File: src/rtl/branch_pred_pkg.sv
// Shared types and constants for the BTB branch predictor.
// bp_entry_t field widths match the default branch_predictor parameters.
package branch_pred_pkg;

  localparam int BP_DATA_WIDTH = 32;
  localparam int BP_INDEX_BITS = 4;
  localparam int BP_TAG_BITS   = 8;

  typedef enum logic [1:0] {
    SNT = 2'b00,
    WNT = 2'b01,
    WT  = 2'b10,
    ST  = 2'b11
  } bp_ctr_t;

  typedef struct packed {
    logic                     valid;
    logic [BP_TAG_BITS-1:0]   tag;
    logic [BP_DATA_WIDTH-1:0] target;
    bp_ctr_t                  ctr;
  } bp_entry_t;

  localparam bp_ctr_t BP_CTR_RESET = WNT;
  localparam bp_ctr_t BP_CTR_ALLOC = WT;

  function automatic bp_entry_t bp_entry_reset();
    bp_entry_t e;
    e.valid  = 1'b0;
    e.tag    = '0;
    e.target = '0;
    e.ctr    = BP_CTR_RESET;
    return e;
  endfunction

endpackage

File: src/rtl/sat_counter_2b.sv
// Two-bit saturating direction counter: next state from current state and outcome.
// Pure combinational; saturates at SNT and ST.
module sat_counter_2b
  import branch_pred_pkg::*;
(
  input  logic [1:0] ctr_i,
  input  logic       taken_i,
  output logic [1:0] ctr_o
);

  always_comb begin
    ctr_o = ctr_i;
    if (taken_i) begin
      if (bp_ctr_t'(ctr_i) != ST) ctr_o = ctr_i + 2'b01;
    end else begin
      if (bp_ctr_t'(ctr_i) != SNT) ctr_o = ctr_i - 2'b01;
    end
  end

endmodule

File: src/rtl/branch_predictor.sv
// Direct-mapped BTB predictor with 2-bit counters; combinational predict, registered update.
// Define BRANCH_PRED_GSHARE_EN to move counters into a GHR-indexed pattern table.
module branch_predictor
  import branch_pred_pkg::*;
#(
  parameter int DATA_WIDTH = BP_DATA_WIDTH,
  parameter int INDEX_BITS = BP_INDEX_BITS,
  parameter int TAG_BITS   = BP_TAG_BITS
) (
  input  logic                  clk_i,
  input  logic                  rst_i,
  input  logic [DATA_WIDTH-1:0] PCF_i,
  output logic                  PredictTaken_o,
  output logic [DATA_WIDTH-1:0] PredictTarget_o,
  input  logic                  UpdateEn_i,
  input  logic [DATA_WIDTH-1:0] UpdatePC_i,
  input  logic                  UpdateTaken_i,
  input  logic [DATA_WIDTH-1:0] UpdateTarget_i,
  input  logic                  UpdatePredTaken_i,
  input  logic [DATA_WIDTH-1:0] UpdatePredTarget_i,
  output logic                  Mispredict_o
);

  localparam int NUM_ENTRIES = 1 << INDEX_BITS;
  localparam int TAG_LSB     = INDEX_BITS + 2;
  localparam int TAG_MSB     = INDEX_BITS + TAG_BITS + 1;

  bp_entry_t table_q [NUM_ENTRIES];
  bp_entry_t upd_entry_d;
  logic      upd_we;

  logic [INDEX_BITS-1:0] pcf_idx, upd_idx;
  logic [TAG_BITS-1:0]   pcf_tag, upd_tag;
  bp_entry_t             pcf_entry, upd_entry;
  logic                  pcf_hit, upd_hit;
  logic [1:0]            pcf_ctr, upd_ctr, upd_ctr_next;

  assign pcf_idx   = PCF_i[INDEX_BITS+1:2];
  assign pcf_tag   = PCF_i[TAG_MSB:TAG_LSB];
  assign upd_idx   = UpdatePC_i[INDEX_BITS+1:2];
  assign upd_tag   = UpdatePC_i[TAG_MSB:TAG_LSB];
  assign pcf_entry = table_q[pcf_idx];
  assign upd_entry = table_q[upd_idx];
  assign pcf_hit   = pcf_entry.valid && (pcf_entry.tag == pcf_tag);
  assign upd_hit   = upd_entry.valid && (upd_entry.tag == upd_tag);

  sat_counter_2b u_sat_counter (
    .ctr_i   (upd_ctr),
    .taken_i (UpdateTaken_i),
    .ctr_o   (upd_ctr_next)
  );

`ifdef BRANCH_PRED_GSHARE_EN
  logic [INDEX_BITS-1:0] ghr_q, ghr_d;
  bp_ctr_t               pht_q [NUM_ENTRIES];
  logic [INDEX_BITS-1:0] pht_rd_idx, pht_wr_idx;
  logic                  pht_we;
  bp_ctr_t               pht_wdata;
  logic                  unused_entry_ctr;

  // Counter update uses the pre-shift history, matching the index used when predicting.
  assign pht_rd_idx       = pcf_idx ^ ghr_q;
  assign pht_wr_idx       = upd_idx ^ ghr_q;
  assign pcf_ctr          = pht_q[pht_rd_idx];
  assign upd_ctr          = pht_q[pht_wr_idx];
  assign unused_entry_ctr = ^{pcf_entry.ctr, upd_entry.ctr};

  always_comb begin
    ghr_d     = ghr_q;
    pht_we    = 1'b0;
    pht_wdata = bp_ctr_t'(upd_ctr_next);
    if (UpdateEn_i) begin
      ghr_d = {ghr_q[INDEX_BITS-2:0], UpdateTaken_i};
      if (upd_hit) begin
        pht_we = 1'b1;
      end else if (UpdateTaken_i) begin
        pht_we    = 1'b1;
        pht_wdata = BP_CTR_ALLOC;
      end
    end
  end

  always_ff @(posedge clk_i) begin
    if (rst_i) begin
      ghr_q <= '0;
      for (int i = 0; i < NUM_ENTRIES; i++) pht_q[i] <= BP_CTR_RESET;
    end else begin
      ghr_q <= ghr_d;
      if (pht_we) pht_q[pht_wr_idx] <= pht_wdata;
    end
  end
`else
  assign pcf_ctr = pcf_entry.ctr;
  assign upd_ctr = upd_entry.ctr;
`endif

  always_comb begin
    upd_we      = 1'b0;
    upd_entry_d = upd_entry;
    if (UpdateEn_i) begin
      if (upd_hit) begin
`ifndef BRANCH_PRED_GSHARE_EN
        upd_we          = 1'b1;
        upd_entry_d.ctr = bp_ctr_t'(upd_ctr_next);
`endif
        if (UpdateTaken_i) begin
          upd_we             = 1'b1;
          upd_entry_d.target = UpdateTarget_i;
        end
      end else if (UpdateTaken_i) begin
        upd_we             = 1'b1;
        upd_entry_d.valid  = 1'b1;
        upd_entry_d.tag    = upd_tag;
        upd_entry_d.target = UpdateTarget_i;
        upd_entry_d.ctr    = BP_CTR_ALLOC;
      end
    end
  end

  // No write-to-read bypass: a same-cycle update is seen by predict one cycle later.
  always_ff @(posedge clk_i) begin
    if (rst_i) begin
      for (int i = 0; i < NUM_ENTRIES; i++) table_q[i] <= bp_entry_reset();
    end else if (upd_we) begin
      table_q[upd_idx] <= upd_entry_d;
    end
  end

  assign PredictTaken_o  = pcf_hit && pcf_ctr[1];
  assign PredictTarget_o = PredictTaken_o ? pcf_entry.target : PCF_i + DATA_WIDTH'(4);

  assign Mispredict_o = UpdateEn_i &&
                        ((UpdateTaken_i != UpdatePredTaken_i) ||
                         (UpdateTaken_i && (UpdateTarget_i != UpdatePredTarget_i)));

  logic unused_pc_bits;
  assign unused_pc_bits = ^{PCF_i[1:0], PCF_i[DATA_WIDTH-1:TAG_MSB+1],
                            UpdatePC_i[1:0], UpdatePC_i[DATA_WIDTH-1:TAG_MSB+1]};

endmodule

File: config.mk
export PLATFORM = sky130hd
export DESIGN_NAME = branch_predictor
export DESIGN_NICKNAME = d
export VERILOG_FILES = /design/src/rtl/branch_pred_pkg.sv /design/src/rtl/sat_counter_2b.sv /design/src/rtl/branch_predictor.sv
export SDC_FILE = /design/constraint.sdc
export NUM_CORES = 1
export LEC_CHECK = 0
export ABC_AREA = 0
export BUFFER_PORTS_ARGS = -buffer_cell sky130_fd_sc_hd__buf_2
export CAP_MARGIN = 20
export CORE_MARGIN = 2
export CORE_UTILIZATION = 45
export CTS_BUF_LIST = sky130_fd_sc_hd__clkbuf_16
export CTS_CLUSTER_SIZE = 30
export DETAILED_ROUTE_END_ITERATION = 8
export SLEW_MARGIN = 30
export SYNTH_ARGS = -nofsm -noshare
export SYNTH_HDL_FRONTEND = slang
export SYNTH_SLANG_ARGS = --single-unit
File: constraint.sdc
create_clock -name clk_i -period 6.4 [get_ports clk_i]
set_clock_uncertainty 0.15 [all_clocks]
set_input_delay 0.96 -clock clk_i [delete_from_list [all_inputs] [get_ports clk_i]]
set_output_delay 0.96 -clock clk_i [all_outputs]
set_load 0.01 [all_outputs]
==> flow_summary.yaml <==
synth:
  synth_edf_count: 688
  yosysWarnings: 0
  synth.top_cell.area_share_pct: 54.72
  synthArstFlopShare_pct: 0
  synth_flop_cell: "edfxtp_1"
  syn_inst: 2409
  yosysMostFrequentCell: "edfxtp_1"
  syn-mean-instance-area_um2: 15.67
  syn-cell-area_um2: 37750
  syn_nets: 2543
  synth_seq_area_share_pct: 54.72
  synthTopCellsByCount: "688 x edfxtp_1, 376 x mux4_2, 340 x nor2_1"
  ys_ff_latch: 688
  synth_top_area_cell: "edfxtp_1"
  synth.area.top_cells: "edfxtp_1 55%, mux4_2 22%, nor2_2 5.5%"
  synth_cell_types: 58
clock_network:
  clkTransAtPathRegs_ns: 0.06
  clk_path_buf_depth: 3
  cts_tree: "done"
  cts_setup_buffers: 0
  ctsResizeCount: 0
  root_buffer: "clkbuf_16"
  cts_buffers: 76
  htree_levels: 3
  clk-insertion-delay-late_ns: 0.63
  cts.sinks: 688
  hold_buffers: 0
global_route:
  grt_usage_pct: 28.92
  grt_max_degree: 84
  antenna_found_initial: 5
  grt_pass1_wl_mm: 175.3
  grt_pass1_vias: 24510
  gr-total-overflow: 0
sta:
  setup_viol: 0
  worst_pin_slew_ns: 1.021
  fin_crit_sh_pct: 85.08
  period_needed_ns: 5.445
  slew_viol_final: 0
  hold_violations: 0
  fin_setup_tns_ns: 0
  grt_setup_unrepaired: "no"
  max_slew_margin_pct: 31.94
  clock.fmax_ghz: 0.1837
finish:
  top_register: "table_q"
  largest_reg_flops: 688
  final_util_pct: 50.43
  reg.largest.list: "table_q x688"
  nFillCells: 6934
  area_delta_synth_final_pct: 11.42
  fin_nets: 2648
  drive_gt1_share_pct: 45.14
  finish.instance_area_um2: 42070
worst_setup_path:
  arrival_ns: 4.33
  slowest_stage: "buf_4"
  cp.required_ns: 5.29
  worstPathMaxFanout: 60
  cp_slowest_stage_delay_ns: 0.82
  crit_chain: "clkbuf_8 -> buf_4 -> and4_1 -> nand4_1 -> buf_4 -> nor2_1 -> nand3_1 -> nor2_1 -> xor2_1 -> mux2_2 -> buf_2"
  critPathKind: "in -> out"
  cp-end-kind: "primary output"
  crit_path_start_kind: "primary input"
run:
  cap_viol_max_count: 0
die:
  core_um2: 83420
  die_height_um: 293.7
  die_w_um: 293.7
  initial_core_util_pct: 45.26
  num_io_pins: 167
  fp-row-count: 106
  die_area_um2: 86230
route:
  routedWlPerCell_um: 33.72
  via_per_inst: 6.473
  routed_wl_mm: 123.1
  firstDrtPassIters: 6
  vias: 23630
  ant_nets: 0
  drt_iter0_markers: 2976
  drt_drc_violations_left: 0
pwr:
  powerDensity_nw_per_um2: 262.1
  p_switching_mw: 2.785
  swShare_pct: 25.26
  power.share.clock_pct: 39.7
  peakVddDrop_mv: 0.1775
  p_int_mw: 8.241
  p_comb_share_pct: 13.1
  seqPwrFrac_pct: 47.2
  leakage_nw: 14.51
placement:
  gp_congestion: 0.8295
  dpl.hpwl_mm: 71.92
  numPortBuffers: 146
  place_area_um2: 39630
outcome:
  status: "completed"
min_path:
  hp-class: "in -> reg"
## critical path: cells and delay by family
kind	cells	cell delay, ns
buf+inv	4	1.64
xor+xnor	1	0.09
simple gates	5	1.33
mux	1	0.26
## cell usage in the layout, fill, tap and decap left out, types with 38 or more instances in the layout
master and instances:
clkbuf_16 77, nor2_2 333, xnor2_1 38, mux4_2 376, nor2_1 340, mux2i_1 67, nand2_1 53, edfxtp_1 688
buf_2 138, buf_4 105
## kinds of logic after synthesis
group / count (synthesis) / synth area share [%]
multiplexers: 501 / 26.64
AO/OA/AOI/OAI: 59 / 1.183
AND/OR/NAND/NOR: 830 / 11.33
adder cells (fa/ha/maj): 1 / 0.03314
buffers and inverters: 257 / 4.351
XOR/XNOR: 73 / 1.743
flip-flops: 688 / 54.72
## final cells by class
| cell class | instances | area [um^2] | share of cell area, % |
|---|---|---|---|
| antenna | 1 | 2.502 | 0.005949 |
| tap | 1080 | 1351 | 3.212 |
| sequential | 688 | 20660 | 49.11 |
| multi-input combinational | 1464 | 15670 | 37.24 |
| timing repair buffer | 265 | 1894 | 4.503 |
| inverter | 19 | 71.32 | 0.1695 |
| clock inverter | 57 | 494.2 | 1.175 |
| clock buffer | 77 | 1927 | 4.580 |
## power groups by stage
stage          combinational (mW)  clock [mW]  sequential [mW]
3_3_place_gp                 1.43           0             5.27
4_1_cts                      1.45        4.41             5.20
2_1_floorplan               0.939           0             5.26
3_5_place_dp                 1.44           0             5.29
5_1_grt                      1.52        4.58             5.22
6_report                     1.45        4.38             5.20
## routing by layer
metal  share of wire, %  global-route usage (%)  up-vias
li1                   -                       -     9528
met3                 10                   5.853      231
met5              0.017                       0        -
met2                 48                   47.14     1436
met4                3.5                   10.00        4
met1                 38                   38.93    12430
## worst paths after layout
check | from | endpoint | slack, ns | depth (start not counted)
setup reg to reg | table_q[3][36]$_SDFFCE_PN0P_ | table_q[4][19]$_SDFFCE_PN0P_ | 1.93 | 8
setup / recovery | PCF_i[3] | PredictTarget_o[31] | 0.96 | 11
hold reg to reg | table_q[8][5]$_SDFFCE_PN0P_ | table_q[2][5]$_SDFFCE_PN0P_ | 0.99 | 4
hold / removal | UpdateTarget_i[25] | table_q[7][27]$_SDFFCE_PN0P_ | 0.71 | 3
## through the flow
| stage | hold slack, ns | instances | worst slack (ns) | total power [mW] |
|---|---|---|---|---|
| after global routing | 0.7338 | 3650 | 0.7349 | 11.32 |
| after floorplan | 0.8344 | 2409 | 1.303 | 6.203 |
| after detailed placement | 0.9666 | 3516 | 0.8333 | 6.734 |
| final | 0.7107 | 3651 | 0.9551 | 11.03 |
| after global placement | 0.9519 | 3516 | 0.9024 | 6.700 |
| after CTS | 0.6934 | 3650 | 0.9949 | 11.05 |
(Power assumes the default switching activity.)
